## src/rtl/fifo_read_streamer.sv

```systemverilog
// ============================================================================
// Module   : fifo_read_streamer
// Brief    : Pops a fixed-latency FIFO, buffers returning words, presents them
//            as a valid/ready stream.
// Revision : 1.0 - initial release
// ============================================================================
`default_nettype none

module fifo_read_streamer #(
  parameter int WIDTH             = 8,
  parameter int READ_DATA_LATENCY = 2,
  parameter int BUF_DEPTH         = 4
) (
  input  logic                           clk,
  input  logic                           rst,
  input  logic                           fifo_may_pop,
  output logic                           fifo_pop,
  input  logic [WIDTH-1:0]               fifo_pop_data,
  output logic                           out_valid,
  input  logic                           out_ready,
  output logic [WIDTH-1:0]               out_data,
  output logic [$clog2(BUF_DEPTH+1)-1:0] occupancy
);

  localparam int PW = $clog2(BUF_DEPTH);
  localparam int CW = $clog2(BUF_DEPTH+1);
  localparam int SW = CW + 1;
  localparam int L  = READ_DATA_LATENCY;
  localparam logic [PW-1:0] c_LAST_PTR = PW'(BUF_DEPTH - 1);
  localparam logic [CW-1:0] c_DEPTH_C  = CW'(BUF_DEPTH);
  localparam logic [SW-1:0] c_DEPTH_S  = SW'(BUF_DEPTH);

  logic [L-1:0]     r_s;
  logic [CW-1:0]    r_count;
  logic [PW-1:0]    r_wr_ptr;
  logic [PW-1:0]    r_rd_ptr;
  logic [WIDTH-1:0] r_buf [BUF_DEPTH];
  logic [WIDTH-1:0] r_out_data;

  logic [SW-1:0]    w_inflight;
  logic [L-1:0]     w_s_next;
  logic             w_pop;
  logic             w_arrive;
  logic             w_xfer;
  logic [PW-1:0]    w_rd_next;
  logic [PW-1:0]    w_wr_next;
  logic [CW-1:0]    w_count_next;
  logic [WIDTH-1:0] w_head;

  function automatic logic [PW-1:0] f_inc(input logic [PW-1:0] p);
    return (p == c_LAST_PTR) ? '0 : p + 1'b1;
  endfunction

  always_comb begin
    w_inflight = '0;
    for (int i = 0; i < L; i++) begin
      w_inflight = w_inflight + SW'(r_s[i]);
    end
  end

  // Pop decision uses registered state only, never out_ready.
  assign w_pop    = !rst && fifo_may_pop && ((SW'(r_count) + w_inflight) < c_DEPTH_S);
  assign fifo_pop = w_pop;

  generate
    if (L == 1) begin : g_lat1
      assign w_s_next = w_pop;
    end else begin : g_latn
      assign w_s_next = {r_s[L-2:0], w_pop};
    end
  endgenerate

  assign w_arrive  = r_s[L-1];
  assign w_xfer    = (r_count != '0) && out_ready;
  assign w_rd_next = w_xfer   ? f_inc(r_rd_ptr) : r_rd_ptr;
  assign w_wr_next = w_arrive ? f_inc(r_wr_ptr) : r_wr_ptr;

  always_comb begin
    w_count_next = r_count;
    if (w_arrive && !w_xfer) begin
      w_count_next = r_count + 1'b1;
    end else if (!w_arrive && w_xfer) begin
      w_count_next = r_count - 1'b1;
    end
  end

  // A word landing in the next head slot is only possible when it becomes the head.
  assign w_head = (w_arrive && (r_wr_ptr == w_rd_next)) ? fifo_pop_data : r_buf[w_rd_next];

  always_ff @(posedge clk) begin
    if (rst) begin
      r_s        <= '0;
      r_count    <= '0;
      r_wr_ptr   <= '0;
      r_rd_ptr   <= '0;
      r_out_data <= '0;
      for (int i = 0; i < BUF_DEPTH; i++) begin
        r_buf[i] <= '0;
      end
    end else begin
      assert (!(w_arrive && (r_count == c_DEPTH_C) && !w_xfer))
        else $error("fifo_read_streamer: buffer overflow");
      r_s      <= w_s_next;
      r_count  <= w_count_next;
      r_wr_ptr <= w_wr_next;
      r_rd_ptr <= w_rd_next;
      if (w_arrive) begin
        r_buf[r_wr_ptr] <= fifo_pop_data;
      end
      if (w_count_next != '0) begin
        r_out_data <= w_head;
      end
    end
  end

  assign out_valid = (r_count != '0) && !rst;
  assign out_data  = r_out_data;
  assign occupancy = r_count;

endmodule

`default_nettype wire
```

## config.mk

```make
export PLATFORM = sky130hd
export DESIGN_NAME = fifo_read_streamer
export DESIGN_NICKNAME = d
export VERILOG_FILES = /design/src/rtl/fifo_read_streamer.sv
export SDC_FILE = /design/constraint.sdc
export NUM_CORES = 1
export LEC_CHECK = 0
export BUFFER_PORTS_ARGS = -buffer_cell sky130_fd_sc_hd__buf_2
export CAP_MARGIN = 20
export CORE_ASPECT_RATIO = 1.5
export CORE_MARGIN = 3
export CORE_UTILIZATION = 52
export CTS_CLUSTER_SIZE = 14
export DETAILED_ROUTE_END_ITERATION = 10
export PLACE_DENSITY = 0.75
export SYNTH_ARGS = -nofsm -noshare
export SYNTH_HDL_FRONTEND = slang
export SYNTH_SLANG_ARGS = --single-unit
```

## constraint.sdc

```tcl
create_clock -name clk -period 2.6 [get_ports clk]
set_input_delay 0.52 -clock clk [delete_from_list [all_inputs] [get_ports clk]]
set_output_delay 0.52 -clock clk [all_outputs]
set_load 0.005 [all_outputs]
```

==> results of run 1 <==
[sequential cells by signal (all words and copies together) (netlist names)]
signal,flops
occupancy,3
out_data,8
r_buf,32
r_rd_ptr,2
r_s,2
r_wr_ptr,2
[path summary, 6_finish.rpt]
kind | to | cells after the start
max | out_data[4] | 10
min | r_s[0] | 2
max reg2reg | out_data[4] | 10
min reg2reg | r_s[1] | 1
[power by group through the flow]
stage                     registers [mW]  logic (mW)  clock network, mW
after detailed placement            1.02        1.21                  0
after global routing                1.02        1.39              0.480
after floorplan                     1.02       0.907                  0
final                               1.01        1.25              0.434
after CTS                           1.01        1.21              0.445
after global placement              1.02        1.19                  0
[layout make-up]
type	instances	area share [%]
clock buffer	7	2.81
clock inverter	1	0.276
inverter	4	0.552
multi-input combinational	134	38.1
sequential	49	47.9
tap	46	2.12
timing repair buffer	37	8.20
[what timing repair did]
item	in CTS	in global routing
setup endpoints to repair	0	8
setup buffers	0	1
gates resized for setup	0	4
[routing by layer]
metal  vias up  track usage (%)  wire length [um]
li1        793                -                 -
met1       773             25.8              1980
met2        55             35.8              2640
met3         5             4.34               284
met4         0             6.56                70
met5         -                0                 0
[layout by cell type, fill, tap and decap left out, drive strengths merged, types with 2 or more instances in the layout]
cell type,n
a21o,2
ha,6
clkbuf,7
edfxtp,32
nand3,2
mux2i,3
nor3,3
inv,4
nand2b,2
nor2,23
mux4,8
and2,24
xnor2,4
dfxtp,17
o21ai,10
a311oi,9
nand2,10
a21oi,4
nor2b,2
or2,2
buf,37
and3,8
nor4b,2
[metrics by stage]
step / total power [mW] / TNS, ns / area, um2 / hold WS, ns / util (%)
3_5_place_dp: 2.23 / 0 / 2610 / 0.491 / 59.8
4_1_cts: 2.67 / 0 / 2690 / 0.484 / 61.8
2_1_floorplan: 1.93 / 0 / 2410 / 0.442 / -
3_3_place_gp: 2.21 / 0 / 2610 / 0.484 / 59.8
6_report: 2.70 / 0 / 2720 / 0.489 / 62.4
5_1_grt: 2.90 / -0.0446 / 2720 / 0.501 / 62.4
[critical path, stage by stage, from the launching register on]
cell,delay (ns)
dfxtp_2,0.35
inv_1,0.10
ha_1,0.15
ha_1,0.18
nand2b_4,0.17
mux2i_4,0.27
mux2_4,0.34
a311oi_4,0.27
buf_6,0.17
o21ai_0,0.09
a311oi_1,0.28
[cell families (layout without fill, tap and decap cells)]
group,count (synthesis),count (layout),share of synthesized area [%]
AO/OA/AOI/OAI,31,31,9.49
multiplexers,12,12,10.3
flip-flops,49,49,53.9
adder cells (fa/ha/maj),6,6,3.11
buffers and inverters,16,49,3.42
XOR/XNOR,4,4,1.45
AND/OR/NAND/NOR,81,81,18.3
==> flow_summary_export.csv, run 1 <==
group,metric,value,unit
power,p_switching,0.962,mW
hold_path,hold_start,"fifo_may_pop",
timing,setup_ws,0.142,ns
clocking,numCtsBuffers,5,
floorplan,core_area,0.00435,mm2
cells_and_area,area.growth.synth_to_final,12.7,%
power,internal_power,1.73,mW
cells_and_area,final-seq-area,0.00130,mm2
placed_design,detailed_place_hpwl,3370,um
worst_setup_path,r2r_slack,0.14,ns
floorplan,rows,29,
clocking,h-tree-depth,2,
drt,wl_per_cell,17.9,um
cells_and_area,multiInputGateArea,0.00104,mm2
synth,synth_top_area_cell,"edfxtp_1",
floorplan,die_h,89.4,um
synth,yosys.area.top_type_share,39.8,%
synth,yosys-top-cells-area,"edfxtp_1 40%, dfxtp_1 14%, and2_1 6.2%, mux4_2 5.6%, nor2_1 3.6%",
cells_and_area,drive_above_1_share,25.9,%
cells_and_area,layoutNonFillerInstCount,278,
floorplan,die_w,61.6,um
worst_setup_path,cp.required,2.81,ns
timing,min_period,2.46,ns
placed_design,gp_congestion,0.741,
synth,synth.most_common_cell,"edfxtp_1",
synth,ys_seq_area_share,53.9,%
timing,tightest_slew,0.637,ns
global_routing,grt_max_degree,26,
timing,setup_viol,0,
clocking,clock-sinks,49,
clocking,cts_tree,"done",
clocking,clk_path_buf_depth,2,
outcome,run_status,"complete, no violations",
cells_and_area,final_nets,249,
global_routing,grt_pass1_vias,1537,
power,combPwrFrac,46.5,%
floorplan,die-area,0.00551,mm2
global_routing,grt_antenna_before_repair,0,
power,ir_worst_vdd,0.530,mV
power,switching_share,35.7,%
timing,slew_headroom,57.4,%
drt,vias,1626,
placed_design,portBuffers,24,
worst_setup_path,critPathCaptureType,"flop",
worst_setup_path,startpoint,"occupancy[1]",
synth,ys.flop_type,"edfxtp_1",
synth,synth_area,0.00241,mm2
power,p_clk_share,16.1,%
cells_and_area,fill_cells,356,
global_routing,grt_overflow,0,
timing,fin_crit_sh,94.6,%
clocking,root_buffer,"clkbuf_8",
placed_design,dpl.cell_count,268,
timing,max_freq,0.407,GHz
cells_and_area,n_antenna_cell,0,
drt,routed_wl,4980,um
drt,ant_nets,0,
worst_setup_path,worstPathArrival,2.67,ns
global_routing,grt.total_usage,20.9,%
hold_path,hold_class,"input pin to flop",
clocking,clock_latency,0.30,ns
timing,hold_viol,0,
synth,syn-instance-count,199,
synth,ys_async_sr_fraction,0,%
synth,synth_nets,217,
power,p_leak,1.13,nW
drt,drc,0,
synth,synth_cell_types,43,
run,drv_cap,0,
clocking,cts_hold_buf,0,
synth,yosysWarnings,0,
drt,routed_via_density,5.85,
clocking,clk_pin_slew_worst_paths,0.09,ns
timing,clock_skew,0.00511,ns
synth,synthTopCellsByCount,"32 x edfxtp_1, 24 x and2_1, 23 x nor2_1",
power,seqPwrFrac,37.4,%
synth,synth.ff_latch_count,49,
drt,dr.pass1.iters,4,
placed_design,pre_cts_ws,0.0357,ns
power,p_per_area,992,mW/mm2
drt,drt_iter0_markers,83,
floorplan,start_util,55.4,%
synth,synth_edf_count,32,
floorplan,boundaryPins,25,
synth,syn_avg_cell_area,12.1,um2
worst_setup_path,crit_path_start_kind,"flop",
worst_setup_path,rr_startpoint,"occupancy[1]",
global_routing,grt_pass1_wl,7990,um
timing,drv_slew,0,
worst_setup_path,critPathKind,"flop to flop",
worst_setup_path,cp_max_fo,8,
No activity file was read; power rests on OpenSTA's default activity.
==> run 2, diff against run 1 <==
==> constraint.sdc (replaced) <==
create_clock -name clk -period 2.6 [get_ports clk]
set_input_delay 0.13 -clock clk [delete_from_list [all_inputs] [get_ports clk]]
set_output_delay 0.13 -clock clk [all_outputs]
set_load 0.005 [all_outputs]
==> flow_summary_export.csv, run 2 (synthesized netlist as in run 1, its figures left out) <==
group,metric,value,unit
placed_design,detailed_place_hpwl,3410,um
drt,routed_via_density,5.79,
global_routing,grt_max_degree,28,
worst_setup_path,critPathCaptureType,"flop",
cells_and_area,final_nets,250,
global_routing,grt_pass1_vias,1502,
drt,dr.pass1.iters,4,
timing,hold_viol,0,
cells_and_area,largest_reg_flops,32,
drt,wl_per_cell,17.1,um
power,internal_power,1.85,mW
worst_setup_path,rr_startpoint,"occupancy[1]",
worst_setup_path,cp_top_family,"compound AO/OA/AOI/OAI gates",
worst_setup_path,cpMaxStageDelayCell,"dfxtp_1",
drt,vias,1615,
drt,drc,0,
global_routing,grt_pass1_wl,7440,um
floorplan,rows,29,
worst_setup_path,cp.required,2.81,ns
cells_and_area,layout_commonest_cell,"edfxtp_1",
worst_setup_path,reg2reg_to,"out_data[5]",
clocking,clock-sinks,49,
cells_and_area,design_area,0.00274,mm2
power,p_clk_share,19.5,%
worst_setup_path,path_cells,"inv_1 > ha_1 > ha_1 > nand2b_4 > mux2i_4 > buf_4 > nor2b_1 > a311oi_4 > buf_4 > o21ai_0 > a311oi_1",
power,seqPwrFrac,35.9,%
global_routing,grt_antenna_before_repair,0,
clocking,clock_latency,0.30,ns
drt,ant_nets,0,
timing,slew_headroom,61.5,%
power,combPwrFrac,44.6,%
clocking,numCtsBuffers,5,
worst_setup_path,path_buf_inv,3,
timing,clock_skew,0.00734,ns
timing,drv_slew,0,
clocking,clk_pin_slew_worst_paths,0.09,ns
timing,max_freq,0.403,GHz
worst_setup_path,crit_path_start_kind,"flop",
global_routing,grt_overflow,0,
power,p_per_area,1020,mW/mm2
worst_setup_path,worstPathArrival,2.69,ns
cells_and_area,n_antenna_cell,0,
floorplan,core_area,0.00435,mm2
clocking,clk_path_buf_depth,2,
clocking,h-tree-depth,2,
floorplan,start_util,55.4,%
worst_setup_path,cp_max_fo,11,
placed_design,place_area,0.00261,mm2
global_routing,grt.total_usage,19.2,%
timing,tightest_slew,0.575,ns
timing,min_period,2.48,ns
drt,drt_iter0_markers,32,
hold_path,min_to,"r_s[0]",
worst_setup_path,r2r_slack,0.12,ns
power,p_leak,1.14,nW
cells_and_area,drive_above_1_share,26.2,%
worst_setup_path,critPathKind,"flop to flop",
power,ir_worst_vdd,0.461,mV
timing,setup_viol,0,
clocking,cts_tree,"done",
run,drv_cap,0,
timing,fin_crit_sh,95.4,%
cells_and_area,area.growth.synth_to_final,13.6,%
drt,routed_wl,4780,um
worst_setup_path,cpPeakStageDelay,0.39,ns
cells_and_area,largest_register,"r_buf",
outcome,run_status,"complete, no violations",
floorplan,die_h,89.4,um
floorplan,boundaryPins,25,
clocking,root_buffer,"clkbuf_8",
floorplan,die-area,0.00551,mm2
hold_path,hold_start,"fifo_may_pop",
floorplan,die_w,61.6,um
clocking,cts_hold_buf,0,
power,switching_share,34.2,%
timing,tns,0,ns
clocking,cts.repair.resized,0,
placed_design,portBuffers,24,
power,finalPower,2.81,mW
power,p_switching,0.959,mW
placed_design,gp_congestion,0.820,
hold_path,hold_class,"input pin to flop",
hold_path,whs_path_depth,2,
cells_and_area,final_cell_mix,"32 x edfxtp_1, 24 x and2_1, 24 x buf_2, 23 x nor2_1, 17 x dfxtp_1",
worst_setup_path,rr_worst_depth,11,
[run 2: power groups by stage]
stage	registers [mW]	clock network (mW)	logic [mW]
after floorplan	1.02	0	0.907
final	1.01	0.546	1.25
after detailed placement	1.03	0	1.20
after global placement	1.02	0	1.19
after global routing	1.02	0.598	1.40
after CTS	1.01	0.563	1.21
[run 2: worst register-to-register path, cell delays in order (launching register included)]
cell	delay [ns]
dfxtp_1	0.39
inv_1	0.10
ha_1	0.19
ha_1	0.20
nand2b_4	0.18
mux2i_4	0.19
buf_4	0.23
nor2b_1	0.09
a311oi_4	0.27
buf_4	0.20
o21ai_0	0.09
a311oi_1	0.26
[run 2: worst max-delay path by stage]
stage | from | to | slack (ns) | cells after the start
final | occupancy[1] | out_data[5] | 0.12 | 11
after global routing | occupancy[1] | out_data[4] | -0.01 | 11
after CTS | occupancy[1] | out_data[4] | 0.02 | 9
after detailed placement | occupancy[1] | out_data[4] | 0.04 | 9
after global placement | occupancy[1] | out_data[2] | 0.13 | 9
after floorplan | occupancy[0] | out_data[0] | 0.1 | 10
[run 2: cell type report]
| class | instances | area, um2 |
|---|---|---|
| Tap cell | 46 | 57.6 |
| Sequential cell | 49 | 1300 |
| Clock buffer | 5 | 68.8 |
| Multi-Input combinational cell | 134 | 1030 |
| Clock inverter | 3 | 43.8 |
| Inverter | 4 | 15.0 |
| Timing Repair Buffer | 38 | 225 |
| Fill cell | 348 | 1610 |
[run 2: per-layer routing]
layer  up-vias  routed length (um)  global-route usage (%)
li1        798                   -                       -
met1       774                1930                    22.9
met2        38                2580                    33.7
met3         5                 193                    3.47
met4         0                  72                    6.95
met5         -                   0                       0
[run 2: per-stage QoR]
step           hold WS (ns)  std cells  setup WS [ns]  utilization [%]
2_1_floorplan         0.289        199         0.0998                -
3_3_place_gp          0.420        268          0.130             59.8
3_5_place_dp          0.415        268         0.0360             59.8
4_1_cts              0.0888        276         0.0194             62.4
5_1_grt              0.0867        279        -0.0146             62.9
6_report              0.101        279          0.118             62.9
[run 2: repair_timing]
item | CTS | global route
setup buffers | 0 | 3
hold endpoints to repair | 0 | 0
endpoints found under the setup margin | 0 | 8
